### config.mk
export PLATFORM = sky130hd
export DESIGN_NAME = vga_timing_gen
export DESIGN_NICKNAME = d
export VERILOG_FILES = /design/src/rtl/vga_pkg.sv /design/src/rtl/vga_axis_timer.sv /design/src/rtl/vga_timing_gen.sv
export SDC_FILE = /design/constraint.sdc
export NUM_CORES = 1
export LEC_CHECK = 0
export BUFFER_PORTS_ARGS = -buffer_cell sky130_fd_sc_hd__buf_2
export CORE_ASPECT_RATIO = 0.9
export CORE_MARGIN = 2
export CORE_UTILIZATION = 55
export CTS_CLUSTER_DIAMETER = 150
export DETAILED_ROUTE_END_ITERATION = 10
export MAX_ROUTING_LAYER = met4
export PLACE_DENSITY_LB_ADDON = 0.3
export SYNTH_ARGS = -nofsm -noshare
export SYNTH_HDL_FRONTEND = slang
export SYNTH_SLANG_ARGS = --single-unit
### constraint.sdc
create_clock -name clk -period 4 [get_ports clk]
set_clock_uncertainty 0.05 [all_clocks]
set_input_delay 0.2 -clock clk [delete_from_list [all_inputs] [get_ports clk]]
set_output_delay 0.2 -clock clk [all_outputs]
set_load 0.01 [all_outputs]
### src/rtl/vga_pkg.sv
// ----------------------------------------------------------------------------
// vga_pkg
// Shared types and default timing for the VGA raster timing generator.
//   axis_timing_t  : per-axis timing (active, front porch, sync, back porch)
//   H_TIMING_640 / V_TIMING_480 : 640x480@60 default axis timings
//   clog2_min1()   : counter width helper that never returns a zero width
// ----------------------------------------------------------------------------
package vga_pkg;

    typedef struct packed {
        int unsigned active;
        int unsigned fp;
        int unsigned syn;
        int unsigned bp;
    } axis_timing_t;

    // 640x480@60 defaults, kept as scalars so they can seed module parameters
    localparam int unsigned H640_ACTIVE = 32'd640;
    localparam int unsigned H640_FP     = 32'd16;
    localparam int unsigned H640_SYN    = 32'd96;
    localparam int unsigned H640_BP     = 32'd48;
    localparam int unsigned V480_ACTIVE = 32'd480;
    localparam int unsigned V480_FP     = 32'd10;
    localparam int unsigned V480_SYN    = 32'd2;
    localparam int unsigned V480_BP     = 32'd33;

    localparam axis_timing_t H_TIMING_640 = '{active: H640_ACTIVE, fp: H640_FP,
                                              syn: H640_SYN, bp: H640_BP};
    localparam axis_timing_t V_TIMING_480 = '{active: V480_ACTIVE, fp: V480_FP,
                                              syn: V480_SYN, bp: V480_BP};

    // Width needed to count 0..value-1, at least one bit so a degenerate
    // axis or divider still gets a legal vector.
    function automatic int unsigned clog2_min1(input int unsigned value);
        if (value <= 32'd1) begin
            return 32'd1;
        end else begin
            return $clog2(value);
        end
    endfunction

endpackage

### src/rtl/vga_axis_timer.sv
// ----------------------------------------------------------------------------
// vga_axis_timer
// One raster axis: a wrapping position counter plus region decode.
// Regions along the axis: sync [0,SYN) | back porch | active | front porch.
// Ports:
//   clk, rst   : clock, synchronous active-low reset
//   step       : advance the counter by one position
//   clear      : force the counter to 0 (run enable low)
//   cnt        : current position
//   wrap       : step is taking the counter from its last position back to 0
//   in_sync    : position lies in the sync pulse
//   in_active  : position lies in the visible window
// ----------------------------------------------------------------------------
module vga_axis_timer
    import vga_pkg::*;
#(
    parameter axis_timing_t TIMING = H_TIMING_640,
    parameter int unsigned  W      = 32'd10
)(
    input  logic         clk,
    input  logic         rst,
    input  logic         step,
    input  logic         clear,
    output logic [W-1:0] cnt,
    output logic         wrap,
    output logic         in_sync,
    output logic         in_active
);

    localparam int unsigned MAX = TIMING.active + TIMING.fp + TIMING.syn + TIMING.bp;

    localparam logic [W-1:0] LAST      = W'(MAX - 32'd1);
    localparam logic [W-1:0] SYN_END   = W'(TIMING.syn);
    localparam logic [W-1:0] ACT_START = W'(TIMING.syn + TIMING.bp);
    localparam logic [W-1:0] ACT_END   = W'(TIMING.syn + TIMING.bp + TIMING.active);

    generate
        if ((TIMING.active == 32'd0) || (TIMING.fp == 32'd0) ||
            (TIMING.syn == 32'd0) || (TIMING.bp == 32'd0)) begin : g_bad_timing
            $error("vga_axis_timer: every timing field must be non-zero");
        end
    endgenerate

    logic [W-1:0] cnt_r;

    assign cnt       = cnt_r;
    assign wrap      = step & (cnt_r == LAST);
    assign in_sync   = (cnt_r < SYN_END);
    assign in_active = (cnt_r >= ACT_START) && (cnt_r < ACT_END);

    // Position counter: clears on reset or disable, wraps after the last position
    always_ff @(posedge clk) begin
        if (!rst) begin
            cnt_r <= {W{1'b0}};
        end else if (clear) begin
            cnt_r <= {W{1'b0}};
        end else if (wrap) begin
            cnt_r <= {W{1'b0}};
        end else if (step) begin
            cnt_r <= cnt_r + W'(1);
        end else begin
            cnt_r <= cnt_r;
        end
    end

endmodule

### src/rtl/vga_timing_gen.sv
// ----------------------------------------------------------------------------
// vga_timing_gen
// Parametrised VGA raster timing generator with a pixel-tick divider.
// Ports:
//   clk          : system clock
//   rst          : synchronous active-low reset
//   en           : run enable; low parks the raster at the origin
//   h_sync       : horizontal sync, active level HPOL
//   v_sync       : vertical sync, active level VPOL
//   blank_n      : high only inside the visible window
//   posx, posy   : visible column / row, 0 outside the visible window
//   pix_tick     : 1-clk strobe on every output update
//   line_start   : 1-clk strobe on an update for column counter 0
//   frame_start  : 1-clk strobe on an update for column 0, line 0
// All outputs are registered from the counter state seen in the tick cycle,
// so they trail the counters by one clock and hold between ticks.
// ----------------------------------------------------------------------------
module vga_timing_gen
    import vga_pkg::*;
#(
    parameter int unsigned HACTIVE = H640_ACTIVE,
    parameter int unsigned HFP     = H640_FP,
    parameter int unsigned HSYN    = H640_SYN,
    parameter int unsigned HBP     = H640_BP,
    parameter int unsigned VACTIVE = V480_ACTIVE,
    parameter int unsigned VFP     = V480_FP,
    parameter int unsigned VSYN    = V480_SYN,
    parameter int unsigned VBP     = V480_BP,
    parameter bit          HPOL    = 1'b0,
    parameter bit          VPOL    = 1'b0,
    parameter int unsigned CLK_DIV = 32'd2,
    localparam int unsigned HMAX   = HSYN + HBP + HACTIVE + HFP,
    localparam int unsigned VMAX   = VSYN + VBP + VACTIVE + VFP,
    localparam int unsigned HW     = clog2_min1(HMAX),
    localparam int unsigned VW     = clog2_min1(VMAX),
    localparam int unsigned XW     = clog2_min1(HACTIVE),
    localparam int unsigned YW     = clog2_min1(VACTIVE)
)(
    input  logic          clk,
    input  logic          rst,
    input  logic          en,
    output logic          h_sync,
    output logic          v_sync,
    output logic          blank_n,
    output logic [XW-1:0] posx,
    output logic [YW-1:0] posy,
    output logic          pix_tick,
    output logic          line_start,
    output logic          frame_start
);

    localparam axis_timing_t H_T = '{active: HACTIVE, fp: HFP, syn: HSYN, bp: HBP};
    localparam axis_timing_t V_T = '{active: VACTIVE, fp: VFP, syn: VSYN, bp: VBP};

    localparam int unsigned    DW       = clog2_min1(CLK_DIV);
    localparam logic [DW-1:0]  DIV_LAST = DW'(CLK_DIV - 32'd1);
    localparam logic [HW-1:0]  HSS      = HW'(HSYN + HBP);
    localparam logic [VW-1:0]  VSS      = VW'(VSYN + VBP);

    generate
        if (CLK_DIV == 32'd0) begin : g_bad_div
            $error("vga_timing_gen: CLK_DIV must be at least 1");
        end
    endgenerate

    logic [DW-1:0] dcnt_r;
    logic          tick_s;
    logic [HW-1:0] hcnt_s;
    logic [VW-1:0] vcnt_s;
    logic          h_wrap_s;
    logic          v_wrap_s;
    logic          h_in_sync_s;
    logic          v_in_sync_s;
    logic          h_in_active_s;
    logic          v_in_active_s;
    logic          active_s;
    logic [XW-1:0] posx_s;
    logic [YW-1:0] posy_s;

    logic          h_sync_r;
    logic          v_sync_r;
    logic          blank_n_r;
    logic [XW-1:0] posx_r;
    logic [YW-1:0] posy_r;
    logic          pix_tick_r;
    logic          line_start_r;
    logic          frame_start_r;

    // Tick only while running; with CLK_DIV=1 dcnt_r stays 0 and every clk ticks
    assign tick_s = en & (dcnt_r == DIV_LAST);

    // Pixel-tick divider: counts 0..CLK_DIV-1, parked at 0 while disabled
    always_ff @(posedge clk) begin
        if (!rst) begin
            dcnt_r <= {DW{1'b0}};
        end else if (!en) begin
            dcnt_r <= {DW{1'b0}};
        end else if (tick_s) begin
            dcnt_r <= {DW{1'b0}};
        end else begin
            dcnt_r <= dcnt_r + DW'(1);
        end
    end

    vga_axis_timer #(
        .TIMING (H_T),
        .W      (HW)
    ) u_h_timer (
        .clk       (clk),
        .rst       (rst),
        .step      (tick_s),
        .clear     (~en),
        .cnt       (hcnt_s),
        .wrap      (h_wrap_s),
        .in_sync   (h_in_sync_s),
        .in_active (h_in_active_s)
    );

    vga_axis_timer #(
        .TIMING (V_T),
        .W      (VW)
    ) u_v_timer (
        .clk       (clk),
        .rst       (rst),
        .step      (tick_s & h_wrap_s),
        .clear     (~en),
        .cnt       (vcnt_s),
        .wrap      (v_wrap_s),
        .in_sync   (v_in_sync_s),
        .in_active (v_in_active_s)
    );

    // v_wrap_s is not needed at this level; the V counter wraps itself
    logic unused_s;
    assign unused_s = v_wrap_s;

    // Offset into the visible window, computed at counter width then truncated
    assign active_s = h_in_active_s & v_in_active_s;
    assign posx_s   = XW'(hcnt_s - HSS);
    assign posy_s   = YW'(vcnt_s - VSS);

    // Output registers: load on tick, hold otherwise; strobes last one clk
    always_ff @(posedge clk) begin
        if (!rst || !en) begin
            h_sync_r      <= ~HPOL;
            v_sync_r      <= ~VPOL;
            blank_n_r     <= 1'b0;
            posx_r        <= {XW{1'b0}};
            posy_r        <= {YW{1'b0}};
            pix_tick_r    <= 1'b0;
            line_start_r  <= 1'b0;
            frame_start_r <= 1'b0;
        end else if (tick_s) begin
            h_sync_r      <= h_in_sync_s ? HPOL : ~HPOL;
            v_sync_r      <= v_in_sync_s ? VPOL : ~VPOL;
            blank_n_r     <= active_s;
            posx_r        <= active_s ? posx_s : {XW{1'b0}};
            posy_r        <= active_s ? posy_s : {YW{1'b0}};
            pix_tick_r    <= 1'b1;
            line_start_r  <= (hcnt_s == {HW{1'b0}});
            frame_start_r <= (hcnt_s == {HW{1'b0}}) && (vcnt_s == {VW{1'b0}});
        end else begin
            h_sync_r      <= h_sync_r;
            v_sync_r      <= v_sync_r;
            blank_n_r     <= blank_n_r;
            posx_r        <= posx_r;
            posy_r        <= posy_r;
            pix_tick_r    <= 1'b0;
            line_start_r  <= 1'b0;
            frame_start_r <= 1'b0;
        end
    end

    assign h_sync      = h_sync_r;
    assign v_sync      = v_sync_r;
    assign blank_n     = blank_n_r;
    assign posx        = posx_r;
    assign posy        = posy_r;
    assign pix_tick    = pix_tick_r;
    assign line_start  = line_start_r;
    assign frame_start = frame_start_r;

endmodule

Word level (Yosys, flattened, before mapping)
Cells that the tools add are included.
Widths: inputs -> output; s select.

word-level totals
  register bits = 46
  bits in latches = 0
  RAM bits = 0
  bits in read-only memories = 0
  input port bits = 3
  output and inout bits = 25
  word-level logic and storage cells = 49
  memories = 0

cells by class
  add/sub/neg operators = 5
  $mul = 0
  divide/modulo/power cells = 0
  $lt $le $gt $ge = 6
  equal/unequal tests = 2
  shifts and indexed selects = 0
  muxes and demuxes = 5
  bitwise gates (word level) = 8
  reduce and logical (&&, ||, !) cells = 12

operators by type and width
  kind                   count
  $add 10x1->10 const B  2
  $eq 10x10->1 const B   2
  $logic_not 10->1       2
  $lt 10x10->1 const B   2
  $ge 10x6->1 const B    1
  $ge 10x8->1 const B    1
  $lt 10x2->1 const B    1
  $lt 10x7->1 const B    1
  $mux 10                1
  $sub 10x8->10 const B  1
  $mux 9                 1
  $reduce_or 3->1        3
  $sub 9x6->9 const B    1
  $and 1x1->1            5
  $logic_and 1x1->1      3
  $mux 1                 3
  $not 1->1              3
  $logic_not 1->1        2
  $reduce_or 2->1        1
  $add 1x1->1 const B    1
  $logic_or 1x1->1       1

Depth between registers and ports, before layout
Gate-level depths: netlist (run 1).

  depth after elaboration = 5
  depth in mapped cells = 8
  depth with buffers taken out = 6

Modules after synthesis
A second synthesis (run 1) with hierarchy kept.

unflattened totals
  cell total of the unflattened synthesis = 252
  area, all modules = 2265.9 µm²

modules (own cells, without submodules)
  module                       instances  cells an instance  area an instance (µm²)  sequential area each (µm²)
  vga_timing_gen               1          128                1159.9                  520.5
  vga_axis_timer at u_h_timer  1          62                 566.8                   200.2
  vga_axis_timer at u_v_timer  1          62                 539.3                   200.2

Worst setup path after synthesis (run 1)
Ideal clock, no wire load.

  path kind = register to register
  start = register u_h_timer.cnt_r[4] (netlist: u_h_timer.cnt[4])
  end = register u_v_timer.cnt_r[9] (netlist: u_v_timer.cnt[9])
  library setup time = 0.072 ns
  arrival time = 1.678 ns
  required time = 3.878 ns
  path slack = 2.200 ns
  stages on the path, launching flop included = 7
  buffers on the path = 1
  clock period less this slack = 1.800 ns
  cell sequence = dfxtp_1 ha_1 and3_1 nand4bb_4 buf_6 or4_1 a21oi_1

between the ends
  cells in the longest elaborated chain, start to end = 5

ends and longest elaborated chain
  what                              line                   source
  start: declaration                vga_axis_timer.sv:44   logic [W-1:0] cnt_r;
  start signal: assignment          vga_axis_timer.sv:54   cnt_r <= {W{1'b0}};
  start signal: assignment          vga_axis_timer.sv:56   cnt_r <= {W{1'b0}};
  start signal: assignment          vga_axis_timer.sv:58   cnt_r <= {W{1'b0}};
  $eq 10x10->1 *                    vga_axis_timer.sv:47   assign wrap = step & (cnt_r == LAST);
  $and 1x1->1 *                     vga_axis_timer.sv:47
  $and 1x1->1 *                     vga_timing_gen.sv:125  .step (tick_s & h_wrap_s),
  $and 1x1->1                       vga_axis_timer.sv:47
  $reduce_or 3->1 (no source line)  -
  end signal: assignment            vga_axis_timer.sv:54
  end signal: assignment            vga_axis_timer.sv:56
  end signal: assignment            vga_axis_timer.sv:58
  end: declaration                  vga_axis_timer.sv:44

Every way passes the cells marked *; elsewhere a longest branch is shown, timed or not.
A chain may end at the register's enable or synchronous reset.

Worst setup path after layout (run 1)
  start = register u_h_timer.cnt_r[4] (netlist: u_h_timer.cnt[4])
  end = register posy_r[3] (netlist: posy[3])

between the ends
  cells in the longest elaborated chain, start to end = 4
  elaborated cells on any way between the ends = 5
  those cells by class = order compare (2); mux (1); bitwise (1); reduce/logical (1)

ends and longest elaborated chain
  what                                                line                   source
  $ge 10x8->1 / $lt 10x10->1 (equally long branches)  vga_axis_timer.sv:49   assign in_active = (cnt_r >= ACT_START) && (cnt_r < ACT_END);
  $logic_and 1x1->1 *                                 vga_axis_timer.sv:49
  $and 1x1->1 *                                       vga_timing_gen.sv:138  assign active_s = h_in_active_s & v_in_active_s;
  $mux 9 *                                            vga_timing_gen.sv:158  posy_r <= active_s ? posy_s : {YW{1'b0}};
  end signal: assignment                              vga_timing_gen.sv:149  posy_r <= {YW{1'b0}};
  end signal: assignment                              vga_timing_gen.sv:158
  end signal: assignment                              vga_timing_gen.sv:167  posy_r <= posy_r;
  end: declaration                                    vga_timing_gen.sv:84   logic [YW-1:0] posy_r;

Marks and branches as above.

==> flow_metrics.py, run 1 <==
metrics = {
    "critical_path": {
        "cp-start-kind": "flop",
        "cp-startpoint": "u_h_timer.cnt[4]",
        "crit_chain": "inv_1, ha_1, nor3b_1, o21ai_0, a311o_1, o31ai_2",
        "worstSetupPathType": "reg -> reg",
        "r2r-end": "posy[3]",
        "crit_path_top_delay_cell": "a311o_1",
        "crit_buf_inv": 1,
        "r2r_cells": 6,
        "endpoint": "posy[3]",
        "r2r_setup_slack_ns": 1.56,
        "rr_startpoint": "u_h_timer.cnt[4]",
        "crit_family": "compound AO/OA/AOI/OAI gates",
        "crit_path_max_fanout": 20,
        "crit_cells": 6,
        "required_ns": 4.09,
        "cp_slowest_stage_delay_ns": 0.95,
        "cp-end-kind": "flop",
        "cp.arrival_ns": 2.53,
    },
    "yosys": {
        "yosysUniqueCellTypes": 40,
        "netlist_area_um2": 2340,
        "synth-async-reset-ratio_pct": 0,
        "postSynthCellCount": 256,
        "yosys.area.top_type": "dfxtp_1",
        "synth_top_area_share_pct": 39.3,
        "synthFlopType": "dfxtp_1",
        "syn_area_per_cell_um2": 9.16,
        "yosys_register_bits": 46,
        "synth_edf_count": 0,
        "yosysWarnings": 0,
        "synth_area_leaders": "dfxtp_1 39%, o31ai_2 10%, xnor2_1 6.7%",
        "ys_seq_area_share_pct": 39.3,
        "syn-num-nets": 267,
    },
    "die": {
        "fp.dieW_um": 72.8,
        "die-area_um2": 4800,
        "initial_core_util_pct": 57.6,
        "die_h_um": 65.9,
        "core-area_um2": 4070,
        "num_rows": 22,
        "pin_count": 28,
    },
    "clocking": {
        "numCtsBuffers": 5,
        "cts_resized": 0,
        "cts_setup_buffers": 0,
        "cts_sinks": 46,
        "clk_path_buf_depth": 2,
        "cts.clk_slew.worst_paths_ns": 0.08,
        "cts_tree": "built",
        "postCtsHoldBufs": 0,
        "cts_root_buf": "clkbuf_8",
        "clk_latency_ns": 0.30,
        "htreeDepth": 2,
    },
    "timing": {
        "setup_viol": 0,
        "min_period_ns": 2.44,
        "rsz0062_at_grt": "false",
        "relSlewSlack_pct": 19.9,
        "hold_violations": 0,
        "finalMaxSlewViolations": 0,
        "fmax_mhz": 409,
        "setup_tns_ns": 0,
        "worst_slew_pin_slew_ns": 1.20,
        "fin_crit_sh_pct": 61.1,
    },
    "min_path": {
        "hold_path.class": "in -> reg",
        "worstHoldStart": "rst",
    },
    "drt": {
        "drc_errors": 0,
        "first_pass_iters": 4,
        "vias": 1801,
        "vias_per_cell": 5.59,
        "wirelength_um": 4390,
        "drt_iter0_drc": 96,
        "wire_per_inst_um": 13.6,
        "ant_nets": 0,
    },
    "power": {
        "share_comb_of_total_power_pct": 2.3,
        "p_switching_w": 0.000158,
        "intPower_w": 0.000585,
        "leakage_nw": 0.922,
        "vdd_drop_max_mv": 0.135,
        "p_sw_share_pct": 21.3,
        "pwr-share-clk_pct": 35.5,
        "p_per_area_nw_per_um2": 296,
        "seq_power_share_pct": 62.2,
        "total_power_w": 0.000744,
    },
    "placement": {
        "hpwl_um": 3170,
        "gp_congestion": 0.846,
        "io_buffers": 27,
    },
    "flow_run": {
        "drv_cap": 0,
    },
    "layout": {
        "num_antenna_cells": 0,
        "nFillCells": 360,
        "drive_gt1_share_pct": 20.8,
        "areaGrowthSynthToFinish_pct": 7.04,
        "layout.nets": 285,
    },
    "grt": {
        "antenna_found_initial": 0,
        "grt.overflow.total": 0,
        "grt_pass1_wl_um": 7340,
        "track_usage_pct": 20.5,
        "grt_pass1_vias": 1577,
        "grt_max_degree": 22,
    },
    "outcome": {
        "status": "finished, final reports clean",
    },
}
## power by group through the flow
| stage | registers (W) | logic, W | clock network, W |
|---|---|---|---|
| final | 0.000462 | 0.0000172 | 0.000264 |
| after global routing | 0.000462 | 0.0000187 | 0.000297 |
| after CTS | 0.000462 | 0.0000172 | 0.000275 |
| after detailed placement | 0.000473 | 0.0000170 | 0 |
| after global placement | 0.000473 | 0.0000170 | 0 |
| after floorplan | 0.000472 | 0.0000113 | 0 |
## worst register-to-register path, cell delays in order (launching register included)
cell	delay (ns)
dfxtp_1	0.47
inv_1	0.10
ha_1	0.24
nor3b_1	0.14
o21ai_0	0.15
a311o_1	0.95
o31ai_2	0.18
## how the worst min path moves through the flow
stage,end,cells past startpoint
detailed placement,blank_n,2
CTS,u_h_timer.cnt[2],3
global route,u_h_timer.cnt[1],3
global placement,blank_n,2
floorplan,u_h_timer.cnt[1],2
finish,u_h_timer.cnt[2],3
## Yosys cell counts (all sizes together) (2+ instances only)
cell	count
inv	14
or3	4
and3	4
xnor2	18
nand3	7
o31ai	24
buf	13
nor3b	2
nand4	3
nand2	37
o21ai	9
nor2	19
xor2	2
nor3	4
nor4	5
dfxtp	46
clkbuf	4
ha	8
a21oi	14
or4	6
and4	2
## state kept, by name (all words and copies together) (netlist names)
| name | count |
|---|---|
| blank_n | 1 |
| dcnt_r | 1 |
| frame_start | 1 |
| h_sync | 1 |
| line_start | 1 |
| pix_tick | 1 |
| posx | 10 |
| posy | 9 |
| u_h_timer.cnt | 10 |
| u_v_timer.cnt | 10 |
| v_sync | 1 |
## layout make-up
cell class / instances / area, um^2 / share of cell area [%]
tap: 48 / 60.1 / 2.39
inverter: 14 / 52.6 / 2.09
clock buffer: 7 / 76.3 / 3.04
sequential: 46 / 921 / 36.7
timing repair buffer: 28 / 143 / 5.68
multi-input combinational: 179 / 1260 / 50.1
## kinds of logic after synthesis
group | share of synthesized area [%]
adder cells (fa/ha/maj) | 4.27
XOR/XNOR | 7.47
AND/OR/NAND/NOR | 22.8
flip-flops | 39.3
AO/OA/AOI/OAI | 18.7
buffers and inverters | 7.10
multiplexers | 0.427
## cell usage in the layout (no fill, tap or decap), drive strengths merged
cell	count
ha	8
o31ai	24
o41ai	1
nor3	4
xor2	2
nand3	7
mux2i	1
and4b	1
xnor2	18
o21ai	9
dfxtp	46
a21oi	14
nor2	19
nand2	37
nor3b	2
nand4bb	1
a311o	1
nand4b	1
a2111o	1
inv	14
and4	2
clkbuf	7
nand4	3
a21o	1
or3	4
nor4	5
and3	4
and2	1
or4	6
a22o	1
buf	28
nand3b	1
## through the flow
stage	util [%]	area, um^2	hold slack (ns)	setup WS (ns)	cells
6_report	61.6	2510	0.168	1.56	322
5_1_grt	61.6	2510	0.171	1.38	322
4_1_cts	61.6	2510	0.154	1.55	322
3_5_place_dp	59.7	2430	0.388	1.55	315
3_3_place_gp	59.7	2430	0.385	1.65	315
2_1_floorplan	-	2340	0.310	2.20	256
## layer usage
metal | GRT usage, % | vias up | part of all wire [%]
met5 | - | - | 0
met4 | 6.25 | 0 | 1.2
met3 | 6.10 | 5 | 4.7
met2 | 28.5 | 41 | 42
met1 | 28.5 | 825 | 52
li1 | - | 930 | -
Note: power is estimated with default switching activity, not from simulation.
==> inputs of run 2 (changes only) <==
- CORE_UTILIZATION: 55 -> 52
- clock period: 4 -> 2.2 ns (I/O delays scaled with it)
==> run 2 against run 1 <==
  * Sequential cell count did not move
  * Sequential share of layout area fell by 1.6 points
  * Utilization fell by 2.0 points
  * Clock power rose by 140%
  * Global-route usage fell by 0.72 points
  * Sequential power rose by 82%
  * Die area rose by 5.4%
  * Non-clock buffer count rose by 8
  * Power rose by 100%
  * Worst hold slack got worse by 0.092 ns
==> flow_metrics.py, run 2 (synthesis gave the netlist of run 1 again) <==
metrics = {
    "power": {
        "leakage_nw": 0.980,
        "p_per_area_nw_per_um2": 578,
        "vdd_drop_max_mv": 0.386,
        "intPower_w": 0.00119,
        "p_switching_w": 0.000328,
        "seq_power_share_pct": 55.4,
        "share_comb_of_total_power_pct": 2.3,
        "pwr-share-clk_pct": 42.3,
        "p_sw_share_pct": 21.7,
        "total_power_w": 0.00152,
    },
    "placement": {
        "io_buffers": 27,
        "dp_worst_setup_slack_ns": 0.219,
        "hpwl_um": 3280,
        "place_area_um2": 2510,
        "gp_congestion": 0.824,
    },
    "drt": {
        "vias": 1852,
        "vias_per_cell": 5.37,
        "wirelength_um": 4520,
        "ant_nets": 0,
        "drc_errors": 0,
        "drt_iter0_drc": 150,
        "wire_per_inst_um": 13.1,
        "first_pass_iters": 4,
    },
    "grt": {
        "grt_pass1_vias": 1592,
        "grt_max_degree": 22,
        "grt.overflow.total": 0,
        "grt_pass1_wl_um": 7340,
        "track_usage_pct": 19.7,
        "antenna_found_initial": 0,
    },
    "timing": {
        "hold-worst-slack_ns": 0.0760,
        "rsz0062_at_grt": "false",
        "finalMaxSlewViolations": 0,
        "relSlewSlack_pct": 67.6,
        "fmax_mhz": 497,
        "worst_slew_pin_slew_ns": 0.480,
        "layout_setup_ws_ns": 0.188,
        "fin_crit_sh_pct": 91.5,
        "setup_tns_ns": 0,
        "hold_violations": 0,
        "min_period_ns": 2.01,
        "setup_viol": 0,
    },
    "layout": {
        "num_antenna_cells": 0,
        "final_common_cell": "dfxtp_1",
        "layout.nets": 293,
        "stdcell_area_um2": 2620,
        "multi_input_area_um2": 1260,
        "drive_gt1_share_pct": 24.0,
        "layout_common_cells": "46 x dfxtp_1, 37 x nand2_1, 27 x buf_2",
        "layout.area.seq_um2": 921,
        "areaGrowthSynthToFinish_pct": 11.9,
        "nFillCells": 400,
    },
    "critical_path": {
        "cp-start-kind": "flop",
        "crit_path_max_fanout": 21,
        "worstSetupPathType": "reg -> reg",
        "cp.arrival_ns": 2.21,
        "cp-end-kind": "flop",
        "required_ns": 2.39,
    },
    "die": {
        "core-area_um2": 4400,
        "pin_count": 28,
        "die-area_um2": 5060,
        "initial_core_util_pct": 53.3,
        "fp.dieW_um": 74.8,
        "die_h_um": 67.7,
        "num_rows": 23,
    },
    "min_path": {
        "hold_path.class": "in -> reg",
    },
    "clocking": {
        "cts_resized": 0,
        "htreeDepth": 2,
        "cts_sinks": 46,
        "clk_path_buf_depth": 2,
        "clk_latency_ns": 0.31,
        "cts_tree": "built",
        "cts_setup_buffers": 0,
        "numCtsBuffers": 5,
        "cts_root_buf": "clkbuf_8",
        "cts.clk_slew.worst_paths_ns": 0.09,
        "postCtsHoldBufs": 0,
    },
    "outcome": {
        "status": "finished, final reports clean",
    },
    "flow_run": {
        "drv_cap": 0,
    },
}
[run 2: changes by cell type in the layout (fill, tap and decap cells not counted), sizes merged]
cell and delta:
buf +8, clkbuf -2, bufinv +1, clkinv +1, inv +1
[run 2: per-stage QoR]
step | instances | util (%)
2_1_floorplan | 256 | -
3_3_place_gp | 337 | 57.0
3_5_place_dp | 337 | 57.0
4_1_cts | 345 | 59.6
5_1_grt | 345 | 59.6
6_report | 345 | 59.6
[run 2: layout make-up]
type                       count  area share [%]
multi-input combinational    179            47.9
tap                           62            2.96
clock inverter                 3            1.67
clock buffer                   5            2.62
inverter                      14            2.00
timing repair buffer          36            7.73
sequential                    46            35.1
[run 2: path summary, 6_finish.rpt]
path                                       start                to  slack, ns  cells past startpoint
worst min-delay path                         rst  u_v_timer.cnt[0]       0.08                      3
worst min register to register           posx[1]           posx[1]       0.41                      2
worst max-delay path            u_h_timer.cnt[4]  u_v_timer.cnt[5]       0.19                      5
worst max register to register  u_h_timer.cnt[4]  u_v_timer.cnt[5]       0.19                      5
[run 2: power groups by stage]
stage | Clock (W) | Combinational [W] | Sequential (W)
finish | 0.000641 | 0.0000356 | 0.000839
global route | 0.000693 | 0.0000392 | 0.000841
CTS | 0.000655 | 0.0000356 | 0.000839
detailed placement | 0 | 0.0000354 | 0.000859
global placement | 0 | 0.0000352 | 0.000859
floorplan | 0 | 0.0000205 | 0.000858
[run 2: worst max-delay path: stages (launching register included)]
cell and delay [ns]:
dfxtp_1 0.48, ha_1 0.21, and3_1 0.20, nand4bb_4 0.27
or4_1 0.58, a21oi_1 0.15
[run 2: layer usage]
| layer | GRT usage, % | vias up | share of wire [%] |
|---|---|---|---|
| li1 | - | 954 | - |
| met1 | 27.9 | 844 | 51 |
| met2 | 26.4 | 46 | 42 |
| met3 | 4.78 | 8 | 5.0 |
| met4 | 8.71 | 0 | 2.0 |
| met5 | - | - | 0 |
